==> src/rtl/tls_phase_monitor.sv <==
// Lamp-side observer for the traffic-light controller.
// Rebuilds phase lengths from the lamps and flags length, order and lamp faults.
module tls_phase_monitor #(
    parameter int CW = 4,
    parameter int SW = 5
) (
    input  logic          clk,
    input  logic          reset,
    input  logic          Set,
    input  logic          Stop,
    input  logic          Jump,
    input  logic [CW-1:0] Gexp,
    input  logic [CW-1:0] Yexp,
    input  logic [CW-1:0] Rexp,
    input  logic          Glamp,
    input  logic          Ylamp,
    input  logic          Rlamp,
    output logic [SW-1:0] Gmeas,
    output logic [SW-1:0] Ymeas,
    output logic [SW-1:0] Rmeas,
    output logic          meas_valid,
    output logic          err_len,
    output logic          err_seq,
    output logic          err_lamp
);

    typedef enum logic [2:0] {
        IDLE,
        GREEN,
        YELLOW,
        RED,
        FAULT
    } state_t;

    state_t        state, state_n;
    logic [SW-1:0] count, count_n;
    logic [CW-1:0] gexp_q, yexp_q, rexp_q;
    logic [CW-1:0] gexp_n, yexp_n, rexp_n;
    logic          jump_q, jump_n;
    logic [SW-1:0] gmeas_n, ymeas_n, rmeas_n;
    logic          mv_n;
    logic          err_len_n, err_seq_n, err_lamp_n;

    logic [1:0]    lit_cnt;
    logic          lamp_ok;
    state_t        code;
    state_t        succ;
    logic [CW-1:0] exp_sel;
    logic [SW-1:0] exp_ext;
    logic [SW-1:0] cnt_inc;
    logic [SW-1:0] cnt_start;
    logic          jump_eff;
    logic          is_jump;
    logic          legal;

    // Decode the lamp lines into a single phase code and per-phase lookups.
    always_comb begin
        lit_cnt = {1'b0, Glamp} + {1'b0, Ylamp} + {1'b0, Rlamp};
        lamp_ok = (lit_cnt == 2'd1);
        code    = IDLE;
        if (lamp_ok) begin
            if (Glamp)      code = GREEN;
            else if (Ylamp) code = YELLOW;
            else            code = RED;
        end
        succ    = IDLE;
        exp_sel = '0;
        case (state)
            GREEN:  begin succ = YELLOW; exp_sel = gexp_q; end
            YELLOW: begin succ = RED;    exp_sel = yexp_q; end
            RED:    begin succ = GREEN;  exp_sel = rexp_q; end
            default: ;
        endcase
        exp_ext   = SW'(exp_sel);
        cnt_inc   = (count == '1) ? count : count + SW'(1);
        cnt_start = {{(SW-1){1'b0}}, ~Stop};
        jump_eff  = jump_q | Jump;
        is_jump   = jump_eff && (code == RED) && (state != RED);
        legal     = (code == succ) || is_jump;
    end

    // Next-state, counter, measurement and error update.
    always_comb begin
        state_n    = state;
        count_n    = count;
        gexp_n     = gexp_q;
        yexp_n     = yexp_q;
        rexp_n     = rexp_q;
        jump_n     = jump_q;
        gmeas_n    = Gmeas;
        ymeas_n    = Ymeas;
        rmeas_n    = Rmeas;
        mv_n       = 1'b0;
        err_len_n  = err_len;
        err_seq_n  = err_seq;
        err_lamp_n = err_lamp;
        if (Set) begin
            gexp_n     = Gexp;
            yexp_n     = Yexp;
            rexp_n     = Rexp;
            err_len_n  = 1'b0;
            err_seq_n  = 1'b0;
            err_lamp_n = 1'b0;
            count_n    = '0;
            jump_n     = 1'b0;
            state_n    = IDLE;
        end else begin
            case (state)
                IDLE: begin
                    jump_n = jump_eff;
                    if (lamp_ok) begin
                        state_n = code;
                        count_n = cnt_start;
                        if (code == RED) jump_n = 1'b0;
                    end
                end
                GREEN, YELLOW, RED: begin
                    if (!lamp_ok) begin
                        err_lamp_n = 1'b1;
                        state_n    = FAULT;
                    end else if (code == state) begin
                        jump_n = jump_eff;
                        if (!Stop) begin
                            count_n = cnt_inc;
                            if (exp_sel != '0 && cnt_inc == exp_ext + SW'(1))
                                err_len_n = 1'b1;
                        end
                    end else if (legal) begin
                        if (state == GREEN)       gmeas_n = count;
                        else if (state == YELLOW) ymeas_n = count;
                        else                      rmeas_n = count;
                        mv_n = 1'b1;
                        if (!is_jump && exp_sel != '0 && count != exp_ext)
                            err_len_n = 1'b1;
                        state_n = code;
                        count_n = cnt_start;
                        jump_n  = (code == RED) ? 1'b0 : jump_eff;
                    end else begin
                        err_seq_n = 1'b1;
                        state_n   = FAULT;
                    end
                end
                FAULT: ;
                default: state_n = IDLE;
            endcase
        end
    end

    // State and datapath registers with asynchronous clear.
    always_ff @(posedge clk or posedge reset) begin
        if (reset) begin
            state      <= IDLE;
            count      <= '0;
            gexp_q     <= '0;
            yexp_q     <= '0;
            rexp_q     <= '0;
            jump_q     <= 1'b0;
            Gmeas      <= '0;
            Ymeas      <= '0;
            Rmeas      <= '0;
            meas_valid <= 1'b0;
            err_len    <= 1'b0;
            err_seq    <= 1'b0;
            err_lamp   <= 1'b0;
        end else begin
            state      <= state_n;
            count      <= count_n;
            gexp_q     <= gexp_n;
            yexp_q     <= yexp_n;
            rexp_q     <= rexp_n;
            jump_q     <= jump_n;
            Gmeas      <= gmeas_n;
            Ymeas      <= ymeas_n;
            Rmeas      <= rmeas_n;
            meas_valid <= mv_n;
            err_len    <= err_len_n;
            err_seq    <= err_seq_n;
            err_lamp   <= err_lamp_n;
        end
    end

endmodule

==> config.mk <==
export PLATFORM = sky130hd
export DESIGN_NAME = tls_phase_monitor
export DESIGN_NICKNAME = d
export VERILOG_FILES = /design/src/rtl/tls_phase_monitor.sv
export SDC_FILE = /design/constraint.sdc
export NUM_CORES = 1
export LEC_CHECK = 0
export BUFFER_PORTS_ARGS = -buffer_cell sky130_fd_sc_hd__buf_2
export CAP_MARGIN = 20
export CORE_ASPECT_RATIO = 1.75
export CORE_MARGIN = 2
export CORE_UTILIZATION = 51
export CTS_CLUSTER_DIAMETER = 60
export DETAILED_ROUTE_END_ITERATION = 10
export PLACE_DENSITY = 0.78
export SETUP_SLACK_MARGIN = 0.2
export SLEW_MARGIN = 5
export SYNTH_ARGS = -nofsm -noshare
export SYNTH_HDL_FRONTEND = slang
export SYNTH_SLANG_ARGS = --single-unit
==> constraint.sdc <==
create_clock -name clk -period 2.5 [get_ports clk]
set_input_delay 0.5 -clock clk [delete_from_list [all_inputs] [get_ports clk]]
set_output_delay 0.5 -clock clk [all_outputs]
set_load 0.005 [all_outputs]
# Word-level counts from Yosys, hierarchy flattened
# Index checks and enable logic that the tools add are counted.
[word_totals]
reg_bits = 40
in_bits = 20
output_inout_bits = 19
[classes]
addsub = 4
eq_ne = 23
muxes = 47
bitwise_logic = 6
reduce_logical = 24
[ops]
columns = ["operator", "n"]
rows = [
  ["5-bit two-way mux", 7],
  ["1-bit two-way mux", 28],
  ["3-bit two-way mux", 5],
  ["7-bit AND reduction", 2],
  ["4-bit != test (second input constant)", 3],
  ["4-bit one-hot mux with 3 select lines", 1],
  ["6-bit AND reduction", 2],
  ["5-bit one-hot mux with 2 select lines", 1],
  ["3-bit by 2-bit == test with 1-bit output (second input constant)", 3],
  ["3-bit != test (second input constant)", 3],
  ["3-bit one-hot mux with 3 select lines", 1],
  ["3-bit nonzero test", 3],
  ["2-bit != test (second input constant)", 4],
  ["3-bit == test", 2],
  ["3-bit by 2-bit != test with 1-bit output (second input constant)", 2],
  ["2-bit one-hot mux with 3 select lines", 1],
  ["3-bit AND reduction", 2],
  ["4-bit by 1-bit adder with 5-bit output (second input constant)", 1],
  ["5-bit by 1-bit adder with 5-bit output (second input constant)", 1],
  ["5-bit == test", 1],
  ["5-bit == test (second input constant)", 1],
  ["1-bit logical AND", 5],
  ["5-bit by 4-bit != test with 1-bit output", 1],
  ["1-bit NOT", 5],
  ["other kinds (17)", 19],
]

# Logic depth before layout (Yosys ltp)
[logic_depth]
ltp_word = 16
depth_mapped = 11
mapped_depth_nobuf = 9

# Worst setup path after synthesis
# OpenSTA, ideal clock, no wires.
[synth_path]
path_kind = "input port to flip-flop"
startpoint = "in Glamp"
endpoint = "reg Ymeas[0]"
setup_time_ps = 125
arrival_ps = 2891
required_ps = 2375
path_slack_ps = -516
cell_stages = 10
path_cell_list = "clkbuf_2 -> inv_1 -> fa_1 -> nor2b_1 -> clkbuf_1 -> nor4_1 -> a211o_1 -> nor3_4 -> nor4b_4 -> mux2_2"
[synth_between]
elab_chain_cells = 9
[synth_lines]
columns = ["element", "line", "source"]
rows = [
  ["from (decl)", "15", "input logic Glamp,"],
  ["1-bit by 1-bit adder with 2-bit output", "58", "lit_cnt = {1'b0, Glamp} + {1'b0, Ylamp} + {1'b0, Rlamp};"],
  ["2-bit by 1-bit adder with 2-bit output", "58", ""],
  ["2-bit by 1-bit == test with 1-bit output", "59", "lamp_ok = (lit_cnt == 2'd1);"],
  ["2-bit two-way mux", "61", "if (lamp_ok) begin"],
  ["3-bit by 2-bit == test with 1-bit output", "78", "is_jump = jump_eff && (code == RED) && (state != RED);"],
  ["1-bit logical AND (2 in a row)", "78", ""],
  ["1-bit logical OR", "79", "legal = (code == succ) || is_jump;"],
  ["7-bit AND reduction (no line) *", "--", ""],
  ["to (signal assigned)", "173", "Ymeas <= ymeas_n;"],
  ["to (decl)", "19", "output logic [SW-1:0] Ymeas,"],
]
# Mark *: on every way between the ends. The rest lies on a longest branch, timed or not.
# A chain may end at the register's enable or synchronous reset.

# Final worst setup path
[layout_path]
startpoint = "in Glamp"
endpoint = "reg Gmeas[4]"
[layout_between]
elab_chain_cells = 9
[layout_lines]
columns = ["element", "line", "source"]
rows = [
  ["1-bit by 1-bit adder with 2-bit output", "58", ""],
  ["2-bit by 1-bit adder with 2-bit output", "58", ""],
  ["2-bit by 1-bit == test with 1-bit output", "59", ""],
  ["2-bit two-way mux", "61", ""],
  ["3-bit by 2-bit == test with 1-bit output", "78", ""],
  ["1-bit logical AND (2 in a row)", "78", ""],
  ["1-bit logical OR", "79", ""],
  ["6-bit AND reduction (no line) *", "--", ""],
  ["to (signal assigned)", "172", "Gmeas <= gmeas_n;"],
  ["to (decl)", "18", "output logic [SW-1:0] Gmeas,"],
]
# Marks and branches as above.

==> metrics.md <==
| Metric | Value |
|---|---|
| Status | `completed` |
| Critical path's slowest cell | `fa_2` |
| Max-Cap Viols | `0` |
| Achievable frequency | `0.403 GHz` |
| Syn avg cell area | `10.4 um2` |
| Mapped Nets | `256` |
| Chip width | `56.1 um` |
| Startpoint Class | `primary input` |
| H-tree level count | `2` |
| Via count | `2155` |
| Seq cells post-synth | `40` |
| Share of layout cells above drive strength 1 | `51.5%` |
| Design Power | `1.66 mW` |
| Synthesis Warnings | `0` |
| Vias per std cell | `5.97` |
| Worst Path Arrival | `2.65 ns` |
| Maximum VDD drop | `0.416 mV` |
| Hold Fails Final Rpt | `0` |
| Antenna viol nets, final | `0` |
| Mapped Area | `2420 um2` |
| Antenna violations before repair | `0` |
| P_leak | `1.55 nW` |
| Commonest cells after routing, fill and taps aside | `buf_4, dfrtp_1, buf_2` |
| PortBufs | `38` |
| Register area share after synthesis | `41.3%` |
| Post-DP HPWL | `4570 um` |
| Slew @ Worst Pin | `0.490 ns` |
| First-pass DRT Iterations | `4` |
| Worst Hold Class | `primary input to async pin` |
| Worst EP required | `2.67 ns` |
| GP Congestion | `0.843` |
| TritonCTS buffer count | `5` |
| Gr ovfl total | `0` |
| Initial drt markers | `52` |
| Clock Sinks | `40` |
| Boundary Pins | `39` |
| Total Wirelength | `6350 um` |
| # rows | `33` |
| Worst stage delay on the critical path | `0.60 ns` |
| Post-synth EDFFs | `0` |
| # DRC | `0` |
| # diodes | `0` |
| Die height | `95.1 um` |
| Endpoints failing setup | `0` |
| Unrepaired setup endpoints after global routing | `true` |
| Synthesis-to-layout area growth | `34.9%` |
| First-pass GRT wire length | `10100 um` |
| Ys async rst share | `100%` |
| CTS tree | `yes` |
| Tot GR Track Use | `24.3%` |
| Clock Pin Slew Worst Setup and Hold Paths | `0.07 ns` |
| Die Area | `5340 um2` |
| Post-synthesis cell count | `232` |
| Commonest non-fill, non-tap cell in the layout | `buf_4` |
| Nets@finish | `332` |
| CP max FO | `5` |
| Vias in the first global route | `2292` |
| Pwr Density | `510 nW/um2` |
| Clock latency on the worst-skew pair | `0.29 ns` |
| Post-synth cell types | `54` |
| Final max-slew violation count | `0` |
| Fin crit period | `2.48 ns` |
| Core area | `4620 um2` |
| Routed wire per std cell | `17.6 um` |
| Critical path class | `primary input to flop` |
| Layout Skew | `0.00583 ns` |
| Dominant synthesized flop cell | `dfrtp_1` |
| Max transition margin | `67.2%` |
| Clock root buffer | `clkbuf_8` |
| Fin Hold WS | `0.323 ns` |
| Clk buf depth | `2` |
| Largest net degree at the start of global routing | `41` |
| CP cell instances | `buf_8 -> inv_4 -> fa_2 -> nand2b_4 -> nor4_4 -> a211o_1 -> nor3_4 -> buf_4 -> nand4_1 -> buf_6 -> mux2_2` |
| Fin crit share | `99.2%` |
| Worst setup EP type | `flop` |
| Initial Util | `52.4%` |
[stage by stage]
stage               worst slack, ns  cell area [um2]  TNS [ns]  util (%)  instances
detailed placement           -0.394             2940     -7.71      63.5        346
CTS                          0.0442             3150         0      68.1        358
global placement             -0.358             2940     -6.84      63.5        346
floorplan                    -0.316             2490     -2.88         -        232
finish                       0.0206             3270         0      70.6        361
global route                -0.0504             3270    -0.109      70.6        361
[final timing paths]
check	endpoint	cells past startpoint	start	slack (ns)
setup / recovery	Gmeas[4]	11	Glamp	0.02
hold / removal	yexp_q[3]	3	reset	0.32
setup reg to reg	Gmeas[4]	9	state[0]	0.12
hold reg to reg	Gmeas[1]	1	Gmeas[1]	0.51
max in group asynchronous	state[0]	3	reset	1.82
min in group clk	yexp_q[0]	2	Yexp[0]	0.44
[cell usage after synthesis, types with 2 or more instances]
| library cell | instances | area [um2] |
|---|---|---|
| dfrtp_1 | 40 | 1000 |
| mux2_2 | 31 | 349 |
| nor2_1 | 20 | 75.1 |
| a21oi_1 | 11 | 55.1 |
| inv_1 | 10 | 37.5 |
| nand2_1 | 9 | 33.8 |
| xnor2_1 | 9 | 78.8 |
| clkbuf_1 | 8 | 30.0 |
| nor2b_1 | 6 | 37.5 |
| o21ai_0 | 6 | 30.0 |
| a211oi_1 | 4 | 30.0 |
| nand2b_1 | 4 | 25.0 |
| nand3_1 | 4 | 20.0 |
| nand4_1 | 4 | 25.0 |
| a31oi_1 | 3 | 18.8 |
| and3_1 | 3 | 18.8 |
| buf_1 | 3 | 11.3 |
| buf_6 | 3 | 33.8 |
| ha_1 | 3 | 37.5 |
| mux2i_1 | 3 | 30.0 |
| nor4_1 | 3 | 18.8 |
| o211a_1 | 3 | 30.0 |
| a211o_1 | 2 | 17.5 |
| a211oi_2 | 2 | 25.0 |
| a32o_1 | 2 | 20.0 |
| and2_1 | 2 | 12.5 |
| and4_1 | 2 | 17.5 |
| buf_2 | 2 | 10.0 |
| nor3_1 | 2 | 10.0 |
| o211ai_1 | 2 | 15.0 |
| o22ai_1 | 2 | 12.5 |
| o32ai_1 | 2 | 17.5 |
[state kept, by name (all words and copies together) (netlist names)]
signal,count
gexp_q,4
err_len,1
Rmeas,5
yexp_q,4
count,5
state,3
jump_q,1
Gmeas,5
err_lamp,1
meas_valid,1
err_seq,1
rexp_q,4
Ymeas,5
[repair_timing]
action                                  4_1_cts  5_1_grt
buffers inserted                              4        3
pin swaps                                     8       11
hold buffers                                  0        0
resized for setup                            23       19
endpoints found under the setup margin       26       24
[power breakdown]
group | internal (mW) | total, mW | switching (mW)
Sequential | 0.679 | 0.704 | 0.0252
Clock | 0.220 | 0.435 | 0.215
Combinational | 0.267 | 0.525 | 0.257
[per-layer routing]
layer,share of wire (%),global-route usage [%],up-vias,routed length [um]
met4,4.3,13.1,0,275
met1,37,24.9,1085,2360
li1,-,-,991,-
met3,2.7,3.26,22,173
met2,56,46.8,57,3540
met5,0,0,-,0
[layout make-up]
class                   instances  area [um2]
clock buffers                   6        82.6
clock inverters                 2        10.0
fillers                       339        1360
inverters                      10        42.5
multi-input cells             165        1470
flip-flops and latches         40        1000
well taps                      52        65.1
repair buffers                 86         593
[cell families after synthesis]
| kind of cell | after synthesis | synth area share [%] |
|---|---|---|
| adder cells (fa/ha/maj) | 4 | 2.38 |
| AO/OA/AOI/OAI | 49 | 15.4 |
| AND/OR/NAND/NOR | 67 | 15.7 |
| XOR/XNOR | 10 | 3.62 |
| flip-flops | 40 | 41.3 |
| multiplexers | 35 | 16.3 |
| buffers and inverters | 27 | 5.27 |
[worst max-delay path: cells and delay by family]
| kind | cells | cell delay (ns) |
|---|---|---|
| AO/OA/AOI/OAI | 1 | 0.35 |
| adder cells (fa/ha/maj) | 1 | 0.60 |
| buffers and inverters | 4 | 0.42 |
| multiplexers | 1 | 0.28 |
| AND/OR/NAND/NOR | 4 | 0.51 |
Power figures use the tool's default switching activity.
